[src/rtl/sha256_pkg.sv]
// sha256_pkg: shared types, constants and helper functions for the SHA-256
// compression engine. The configuration macro SHA256_COMPRESS_UNROLL2_EN
// (used in sha256_compress.sv) does not affect anything in this package.
package sha256_pkg;

    typedef logic [31:0]       word_t;
    // Working variables / digest words; index 0 (a or H0) sits in the MSBs.
    typedef logic [0:7][31:0]  hstate_t;
    // Message schedule window; index 0 (W_t) sits in the MSBs.
    typedef logic [0:15][31:0] window_t;

    typedef enum logic [1:0] {
        S_IDLE,
        S_ROUND,
        S_FINAL,
        S_DONE
    } state_e;

    localparam hstate_t IV = {
        32'h6a09e667, 32'hbb67ae85, 32'h3c6ef372, 32'ha54ff53a,
        32'h510e527f, 32'h9b05688c, 32'h1f83d9ab, 32'h5be0cd19
    };

    localparam logic [0:63][31:0] K = {
        32'h428a2f98, 32'h71374491, 32'hb5c0fbcf, 32'he9b5dba5,
        32'h3956c25b, 32'h59f111f1, 32'h923f82a4, 32'hab1c5ed5,
        32'hd807aa98, 32'h12835b01, 32'h243185be, 32'h550c7dc3,
        32'h72be5d74, 32'h80deb1fe, 32'h9bdc06a7, 32'hc19bf174,
        32'he49b69c1, 32'hefbe4786, 32'h0fc19dc6, 32'h240ca1cc,
        32'h2de92c6f, 32'h4a7484aa, 32'h5cb0a9dc, 32'h76f988da,
        32'h983e5152, 32'ha831c66d, 32'hb00327c8, 32'hbf597fc7,
        32'hc6e00bf3, 32'hd5a79147, 32'h06ca6351, 32'h14292967,
        32'h27b70a85, 32'h2e1b2138, 32'h4d2c6dfc, 32'h53380d13,
        32'h650a7354, 32'h766a0abb, 32'h81c2c92e, 32'h92722c85,
        32'ha2bfe8a1, 32'ha81a664b, 32'hc24b8b70, 32'hc76c51a3,
        32'hd192e819, 32'hd6990624, 32'hf40e3585, 32'h106aa070,
        32'h19a4c116, 32'h1e376c08, 32'h2748774c, 32'h34b0bcb5,
        32'h391c0cb3, 32'h4ed8aa4a, 32'h5b9cca4f, 32'h682e6ff3,
        32'h748f82ee, 32'h78a5636f, 32'h84c87814, 32'h8cc70208,
        32'h90befffa, 32'ha4506ceb, 32'hbef9a3f7, 32'hc67178f2
    };

    function automatic word_t rotr(input word_t x, input int unsigned n);
        return (x >> n) | (x << (32 - n));
    endfunction

    function automatic word_t ch(input word_t e, input word_t f, input word_t g);
        return (e & f) ^ (~e & g);
    endfunction

    function automatic word_t maj(input word_t a, input word_t b, input word_t c);
        return (a & b) ^ (a & c) ^ (b & c);
    endfunction

    function automatic word_t big_sigma0(input word_t x);
        return rotr(x, 2) ^ rotr(x, 13) ^ rotr(x, 22);
    endfunction

    function automatic word_t big_sigma1(input word_t x);
        return rotr(x, 6) ^ rotr(x, 11) ^ rotr(x, 25);
    endfunction

    function automatic word_t small_sigma0(input word_t x);
        return rotr(x, 7) ^ rotr(x, 18) ^ (x >> 3);
    endfunction

    function automatic word_t small_sigma1(input word_t x);
        return rotr(x, 17) ^ rotr(x, 19) ^ (x >> 10);
    endfunction

endpackage

[src/rtl/sha256_compress_if.sv]
// sha256_compress_if: block-in / digest-out handshake between a hashing
// wrapper (master) and the compression engine (slave).
interface sha256_compress_if;
    logic         new_hash;
    logic [511:0] in;
    logic         in_valid;
    logic         in_ready;
    logic [255:0] out;
    logic         out_valid;
    logic         out_ready;

    modport master (
        output new_hash, in, in_valid, out_ready,
        input  in_ready, out, out_valid
    );

    modport slave (
        input  new_hash, in, in_valid, out_ready,
        output in_ready, out, out_valid
    );
endinterface

[src/rtl/sha256_round.sv]
// sha256_round: one purely combinational SHA-256 round on a..h.
module sha256_round
    import sha256_pkg::*;
(
    input  hstate_t st_i,
    input  word_t   k_i,
    input  word_t   w_i,
    output hstate_t st_o
);
    word_t t1;
    word_t t2;

    assign t1 = st_i[7] + big_sigma1(st_i[4]) + ch(st_i[4], st_i[5], st_i[6]) + k_i + w_i;
    assign t2 = big_sigma0(st_i[0]) + maj(st_i[0], st_i[1], st_i[2]);

    assign st_o = {t1 + t2, st_i[0], st_i[1], st_i[2],
                   st_i[3] + t1, st_i[4], st_i[5], st_i[6]};
endmodule

[src/rtl/sha256_compress.sv]
// sha256_compress: SHA-256 compression engine, one 512-bit block per accept,
// digest held on the bus until consumed. Defining SHA256_COMPRESS_UNROLL2_EN
// performs two chained rounds per cycle (32 ROUND cycles instead of 64).
module sha256_compress
    import sha256_pkg::*;
(
    input  logic              clk_i,
    input  logic              rst_ni,
    sha256_compress_if.slave  bus
);
`ifdef SHA256_COMPRESS_UNROLL2_EN
    localparam int CNT_W = 5;
`else
    localparam int CNT_W = 6;
`endif
    localparam logic [CNT_W-1:0] T_LAST = '1;

    state_e            state_q, state_d;
    logic [CNT_W-1:0]  t_q, t_d;
    hstate_t           h_q, h_d;
    hstate_t           s_q, s_d;
    window_t           w_q, w_d;

    hstate_t           s_next;
    window_t           w_next;

`ifdef SHA256_COMPRESS_UNROLL2_EN
    hstate_t           s_mid;
    word_t             w_new0, w_new1;

    sha256_round u_round0 (.st_i(s_q),   .k_i(K[{t_q, 1'b0}]), .w_i(w_q[0]), .st_o(s_mid));
    sha256_round u_round1 (.st_i(s_mid), .k_i(K[{t_q, 1'b1}]), .w_i(w_q[1]), .st_o(s_next));

    assign w_new0 = small_sigma1(w_q[14]) + w_q[9]  + small_sigma0(w_q[1]) + w_q[0];
    assign w_new1 = small_sigma1(w_q[15]) + w_q[10] + small_sigma0(w_q[2]) + w_q[1];
    assign w_next = {w_q[2:15], w_new0, w_new1};
`else
    word_t             w_new;

    sha256_round u_round0 (.st_i(s_q), .k_i(K[t_q]), .w_i(w_q[0]), .st_o(s_next));

    assign w_new  = small_sigma1(w_q[14]) + w_q[9] + small_sigma0(w_q[1]) + w_q[0];
    assign w_next = {w_q[1:15], w_new};
`endif

    // FSM state register with synchronous reset.
    // NOTE: sequential state uses non-blocking assignments so every register samples pre-edge values.
    always_ff @(posedge clk_i) begin
        if (!rst_ni) state_q <= S_IDLE;
        else         state_q <= state_d;
    end

    // FSM next-state logic.
    // NOTE: every output of a comb block is defaulted first so no path infers a latch.
    always_comb begin
        state_d = state_q;
        case (state_q)
            S_IDLE:  if (bus.in_valid) state_d = S_ROUND;
            S_ROUND: if (t_q == T_LAST) state_d = S_FINAL;
            S_FINAL: state_d = S_DONE;
            S_DONE:  if (bus.out_ready) state_d = S_IDLE;
            default: state_d = S_IDLE;
        endcase
    end

    // FSM outputs: handshake flags decoded from the state.
    always_comb begin
        bus.in_ready  = (state_q == S_IDLE);
        bus.out_valid = (state_q == S_DONE);
    end

    // Datapath next-state: load on accept, run rounds, fold into H at FINAL.
    always_comb begin
        h_d = h_q;
        s_d = s_q;
        w_d = w_q;
        t_d = t_q;
        case (state_q)
            S_IDLE: begin
                if (bus.in_valid) begin
                    w_d = bus.in;
                    t_d = '0;
                    if (bus.new_hash) begin
                        h_d = IV;
                        s_d = IV;
                    end else begin
                        s_d = h_q;
                    end
                end
            end
            S_ROUND: begin
                s_d = s_next;
                w_d = w_next;
                t_d = t_q + CNT_W'(1);
            end
            S_FINAL: begin
                for (int i = 0; i < 8; i++) h_d[i] = h_q[i] + s_q[i];
            end
            default: ;
        endcase
    end

    // Digest register and round counter; reset restores IV so no partial digest is seen.
    always_ff @(posedge clk_i) begin
        if (!rst_ni) begin
            h_q <= IV;
            t_q <= '0;
        end else begin
            h_q <= h_d;
            t_q <= t_d;
        end
    end

    // Working variables and schedule window.
    // NOTE: these are fully reloaded on every accept, so they carry no reset.
    always_ff @(posedge clk_i) begin
        s_q <= s_d;
        w_q <= w_d;
    end

    assign bus.out = h_q;
endmodule

[src/flat_wrapper.sv]
// flat-port wrapper written by rule: the top's interface ports become plain ports
module sha256_compress_flat import sha256_pkg::*;
  (clk_i, rst_ni, bus_new_hash, bus_in, bus_in_valid, bus_out_ready, bus_in_ready, bus_out, bus_out_valid);
  sha256_compress_if bus_i ();
  input  logic clk_i;
  input  logic rst_ni;
  input wire logic [$bits(bus_i.new_hash)-1:0] bus_new_hash;
  input wire logic [$bits(bus_i.in)-1:0] bus_in;
  input wire logic [$bits(bus_i.in_valid)-1:0] bus_in_valid;
  input wire logic [$bits(bus_i.out_ready)-1:0] bus_out_ready;
  output wire logic [$bits(bus_i.in_ready)-1:0] bus_in_ready;
  output wire logic [$bits(bus_i.out)-1:0] bus_out;
  output wire logic [$bits(bus_i.out_valid)-1:0] bus_out_valid;
  assign bus_i.new_hash = bus_new_hash;
  assign bus_i.in = bus_in;
  assign bus_i.in_valid = bus_in_valid;
  assign bus_i.out_ready = bus_out_ready;
  assign bus_in_ready = bus_i.in_ready;
  assign bus_out = bus_i.out;
  assign bus_out_valid = bus_i.out_valid;
  sha256_compress u_core (.clk_i(clk_i), .rst_ni(rst_ni), .bus(bus_i));
endmodule
[config.mk]
export PLATFORM = sky130hd
export DESIGN_NAME = sha256_compress_flat
export DESIGN_NICKNAME = d
export VERILOG_FILES = /design/src/rtl/sha256_pkg.sv /design/src/rtl/sha256_compress_if.sv /design/src/rtl/sha256_round.sv /design/src/rtl/sha256_compress.sv /design/src/flat_wrapper.sv
export SDC_FILE = /design/constraint.sdc
export NUM_CORES = 2
export LEC_CHECK = 0
export BUFFER_PORTS_ARGS = -buffer_cell sky130_fd_sc_hd__buf_2
export CAP_MARGIN = 20
export CORE_MARGIN = 2
export CORE_UTILIZATION = 23
export CTS_CLUSTER_SIZE = 12
export DETAILED_ROUTE_END_ITERATION = 12
export PLACE_DENSITY_LB_ADDON = 0.12
export SLEW_MARGIN = 0
export SYNTH_ARGS = -nofsm -noshare
export SYNTH_HDL_FRONTEND = slang
export SYNTH_SLANG_ARGS = --single-unit
[constraint.sdc]
create_clock -name clk_i -period 20.1 [get_ports clk_i]
set_clock_uncertainty 0.2 [all_clocks]
set_input_delay 5.025 -clock clk_i [delete_from_list [all_inputs] [get_ports clk_i]]
set_output_delay 5.025 -clock clk_i [all_outputs]
set_load 0.005 [all_outputs]
### Yosys cells after proc, flatten, opt, wreduce, memory -nomap -nowiden

Memories as Yosys holds them, arrays and structs flattened.
Index checks and enable logic that the tools add are counted.

| operators by class | value |
|---|---|
| $lt $le $gt $ge | 1 |
| equality and inequality tests | 7 |
| bitwise operators | 28 |
| reductions and logical operators | 6 |
| mux-type cells | 14 |
| add/subtract/negate cells | 19 |

Operators by type and width:

| cell | number |
|---|---|
| $pmux W256 S2 | 2 |
| $pmux W512 S2 | 1 |
| $add A32 B32 Y32 | 18 |
| $mux W256 | 2 |
| $mux W512 | 1 |
| $xor A32 B32 Y32 | 9 |
| $and A32 B32 Y32 | 5 |
| $mux W32 | 2 |
| $not A32 Y32 | 1 |
| $or A10 B32 Y32 | 1 |
| $or A13 B32 Y32 | 1 |
| $or A14 B32 Y32 | 1 |
| $or A15 B32 Y32 | 1 |
| $or A19 B32 Y32 | 1 |
| $or A21 B32 Y32 | 1 |
| $or A25 B32 Y32 | 1 |
| $or A26 B32 Y32 | 1 |
| $or A30 B32 Y32 | 1 |
| $or A7 B32 Y32 | 1 |
| $xor A32 B22 Y32 | 1 |
| $xor A32 B29 Y32 | 1 |
| $pmux W6 S2 | 1 |
| $pmux W2 S4 | 1 |
| $ge A7 B7 Y1 const B | 1 |
| 13 further kinds | 19 |

| storage, ports and cells | value |
|---|---|
| register bits after elaboration | 1032 |
| memories kept | 1 |
| output and inout port bits | 258 |
| input port bits | 517 |
| ROM bits | 2048 |

Memories:

| name | depth | width | rd ports | clocked after Yosys merged registers in | wr ports | RTL line | source |
|---|---|---|---|---|---|---|---|
| (name not given) | 64 | 32 | 1 | 0 | 0 | sha256_compress.sv:40 | `sha256_round u_round0 (.st_i(s_q), .k_i(K[t_q]), .w_i(w_q[0]), .st_o(s_next));` |

### Logic depth before layout (Yosys ltp)

| depth | value |
|---|---|
| word-level depth | 9 |
| depth in mapped cells | 41 |
| depth with buffers taken out | 40 |

### By module

From an unflattened synthesis, not the netlist that was laid out.

| unflattened totals | value |
|---|---|
| cells, all modules | 7270 |
| area, all modules | 72323.1 um2 |

Modules (own cells, without submodules):

| module | instances | seq. area each (um2) | cells an instance | area each (um2) |
|---|---|---|---|---|
| sha256_compress | 1 | 28347.2 | 5905 | 61197.4 |
| sha256_round | 1 | 0.0 | 1365 | 11125.7 |

### Worst setup path after synthesis

No wires, ideal clock.

| timing | value |
|---|---|
| path kind | input to register |
| from | in bus_in_valid |
| to | reg u_core.s_q[0] in the netlist's numbering, enable pin |
| library setup time | 1.110 ns |
| arrival | 20.402 ns |
| buffers on the path | 1 |
| stages | 4 |
| path slack | -1.612 ns |
| cells stage by stage | nand2b_1 clkbuf_1 o21ai_0 inv_1 |

| between the ends | value |
|---|---|
| word-level cells in the longest chain between the ends | 2 |

Ends and longest elaborated chain:

| element | RTL line | source |
|---|---|---|
| start: declaration | flat_wrapper.sv:9 | `input wire logic [$bits(bus_i.in_valid)-1:0] bus_in_valid;` |
| $ne A2 B2 Y1 (no line) | -- |  |
| $reduce_and A2 Y1 (no line) | -- |  |
| end signal: assignment | sha256_compress.sv:117 | `s_q <= s_d;` |
| end: declaration | sha256_compress.sv:21 | `hstate_t s_q, s_d;` |

Every way passes these cells.
A chain may end at the register's enable or synchronous reset.

==> results.cfg <==
[synth]
yosysWarnings = 0
synthArstFlopShare = 0
synth_nets = 7959
synthCells = 6851
syn_area_um2 = 69300
yosys.area.top_type = edfxtp_1
synth_top_cell_area_share = 0.333
synth_edf_count = 768
synth_top_family_by_area = compound AO/OA/AOI/OAI gates
muxShareOfSynthArea = 0.0912
synth_commonest_cells = 768 x edfxtp_1, 702 x nand2_1, 512 x mux2_2, 500 x o21ai_0, 454 x nor2_1
yosys.area_share.simple = 0.102
synth_compound_area_frac = 0.160
synthXorXnorAreaFrac = 0.0711
yosysMostFrequentCell = edfxtp_1
ys_types = 101
ys_seq_area_frac = 0.409
synth_fa_ha_area_frac = 0.128
synth.area.top_cells = edfxtp_1 33%, mux2_2 8.3%, dfxtp_1 7.6%, ha_1 7.1%, fa_1 5.6%
synth_seq_cells = 1032
synthFlopType = edfxtp_1
synth.avg_cell_area_um2 = 10.1

[critical_path]
critPathMaxFanout = 27
startpoint_type = register
worstSetupPathType = reg2reg
r2r_cells = 39
max_stage_delay_ns = 1.03
r2r_end = u_core.s_q[255]$_DFFE_PP_
cp-end-kind = register
r2r-start = u_core.t_q[0]$_SDFFE_PN0P_
cp_slowest_cell = ha_1
r2r_setup_slack_ns = 9.11
cp.arrival_ns = 11.32
worstPathRequired_ns = 20.43

[floorplanning]
num_rows = 201
die_y_um = 553
core_area_um2 = 300000
fp.dieW_um = 553
dieArea_um2 = 306000
start_util = 0.231
ios = 775

[timing]
relSlewSlack = 0.204
worst_slew_pin_slew_ns = 1.19
fmax_mhz = 91.0
final.period_utilization = 0.547
hold_viol_final = 0
finalSetupTns_ns = 0
period_minus_slack_ns = 10.99
slew_viol_final = 0
rsz0062_at_grt = false
setup_viol = 0

[clock_tree]
ctsLongestPathBuffers = 4
cts_tree = yes
clock_latency_ns = 0.87
root_buffer = clkbuf_16
cts_sinks = 1032
cts_made_buffers = 147
cts_resized = 0
postCtsHoldBufs = 0
clkTransAtPathRegs_ns = 0.06
h-tree-depth = 4
postCtsSetupRepairBufs = 0

[drt]
wl_mm = 339
drtAntennaViolNets = 0
vias = 56700
drtPass1Iterations = 6
drt-initial-drc-count = 4571
drc_errors = 0
wl_per_cell_um = 29.2
viasPerCell = 4.88

[run_status]
status = complete, no violations

[grt]
grt_usage = 0.214
grt_pass1_vias = 56000
grt_max_degree = 173
grt_overflow = 0
grt_pass1_wl_mm = 463
antenna_found_initial = 168

[finish]
fin_util = 0.274
drive_gt1_frac = 0.216
syn2layout_area_growth_pct = 18.7
fill_cells = 31900
nNetsFinal = 8612

[placement]
port_buffers = 774
gp_congestion = 0.882
dp_hpwl_mm = 264

[worst_hold_path]
hold_class = reg2reg
holdPathStages = 1
hold_end = u_core.w_next[81]$_DFFE_PP_
min_from = u_core.w_next[49]$_DFFE_PP_

[run]
drv_cap = 0
## kinds of logic after synthesis
| group | Yosys count |
|---|---|
| flops | 1032 |
| xor+xnor | 563 |
| compound gates | 1771 |
| buf+inv | 722 |
| mux | 561 |
| simple gates | 1608 |
| fa+ha+maj | 594 |
## worst max path at each step
stage / from / to / slack (ns) / cells after the start
after global placement: u_core.t_q[0]$_SDFFE_PN0P_ / u_core.s_q[255]$_DFFE_PP_ / 9.35 / 39
after detailed placement: u_core.t_q[0]$_SDFFE_PN0P_ / u_core.s_q[255]$_DFFE_PP_ / 9.29 / 39
final: u_core.t_q[0]$_SDFFE_PN0P_ / u_core.s_q[255]$_DFFE_PP_ / 9.11 / 39
after global routing: u_core.t_q[0]$_SDFFE_PN0P_ / u_core.s_q[255]$_DFFE_PP_ / 8.52 / 37
after CTS: u_core.t_q[0]$_SDFFE_PN0P_ / u_core.s_q[255]$_DFFE_PP_ / 9.23 / 39
after floorplan: bus_in_valid / u_core.s_q[0]$_DFFE_PP_ / 2.05 / 4
## critical path: cells and delay by family (launching register included)
kind	cells	cell delay, ns
and+or+nand+nor	5	0.87
DFF	1	0.30
buffers and inverters	7	1.20
AOI/OAI and AO/OA	17	3.87
adders and majority gates	7	3.68
xor gates and xnor gates	3	0.54
## state kept, by name (all words and copies together) (netlist names)
name            flops
u_core.t_q          6
u_core.s_q        256
u_core.w_next     480
u_core.w_q         32
u_core.bus.out    256
u_core.state_q      2
## layout make-up
cell class | instances | area [µm²] | area share
Antenna cell | 44 | 110 | 0.00134
Clock buffer | 194 | 3950 | 0.0480
Clock inverter | 65 | 613 | 0.00745
Inverter | 364 | 1370 | 0.0167
Multi-Input combinational cell | 5097 | 38300 | 0.466
Sequential cell | 1032 | 28400 | 0.345
Tap cell | 3958 | 4950 | 0.0602
Timing Repair Buffer | 862 | 4610 | 0.0560
## through the flow
step                setup WS [ns]  hold slack, ns  area [µm²]  cells
CTS                          9.23           0.292       82200  11600
global placement             9.35           0.285       77600  11300
global route                 8.52           0.310       82200  11600
detailed placement           9.29           0.292       77600  11300
floorplan                    2.05           0.259       69300   6851
finish                       9.11           0.303       82300  11600
## layout by cell type (no fill, tap or decap), drive strengths merged, types with 42 or more instances in the layout
cell      n
inv     371
buf     862
nor2b    44
a22oi    62
ha      396
xor2    174
nand2b   57
a21o    199
nand3    73
fa      195
o21a     54
mux2i    42
xnor2   389
nand2   702
nor3     99
o21ai   556
clkinv   48
a21oi   417
dfxtp   264
clkbuf  194
a31oi    48
o21bai   45
mux2    514
nor2    454
diode    44
edfxtp  768
o22ai    94
## routing by layer
| layer | share of wire | GRT usage | vias up |
|---|---|---|---|
| met5 | 0.0030 | 0 | - |
| met4 | 0.024 | 0.0474 | 158 |
| met3 | 0.067 | 0.0506 | 478 |
| met2 | 0.46 | 0.349 | 1850 |
| met1 | 0.45 | 0.285 | 28200 |
| li1 | - | - | 26100 |
Power is left out: the tool's default activity adds up to more than one toggle a clock period on the data nets, which glitch-free logic cannot reach.
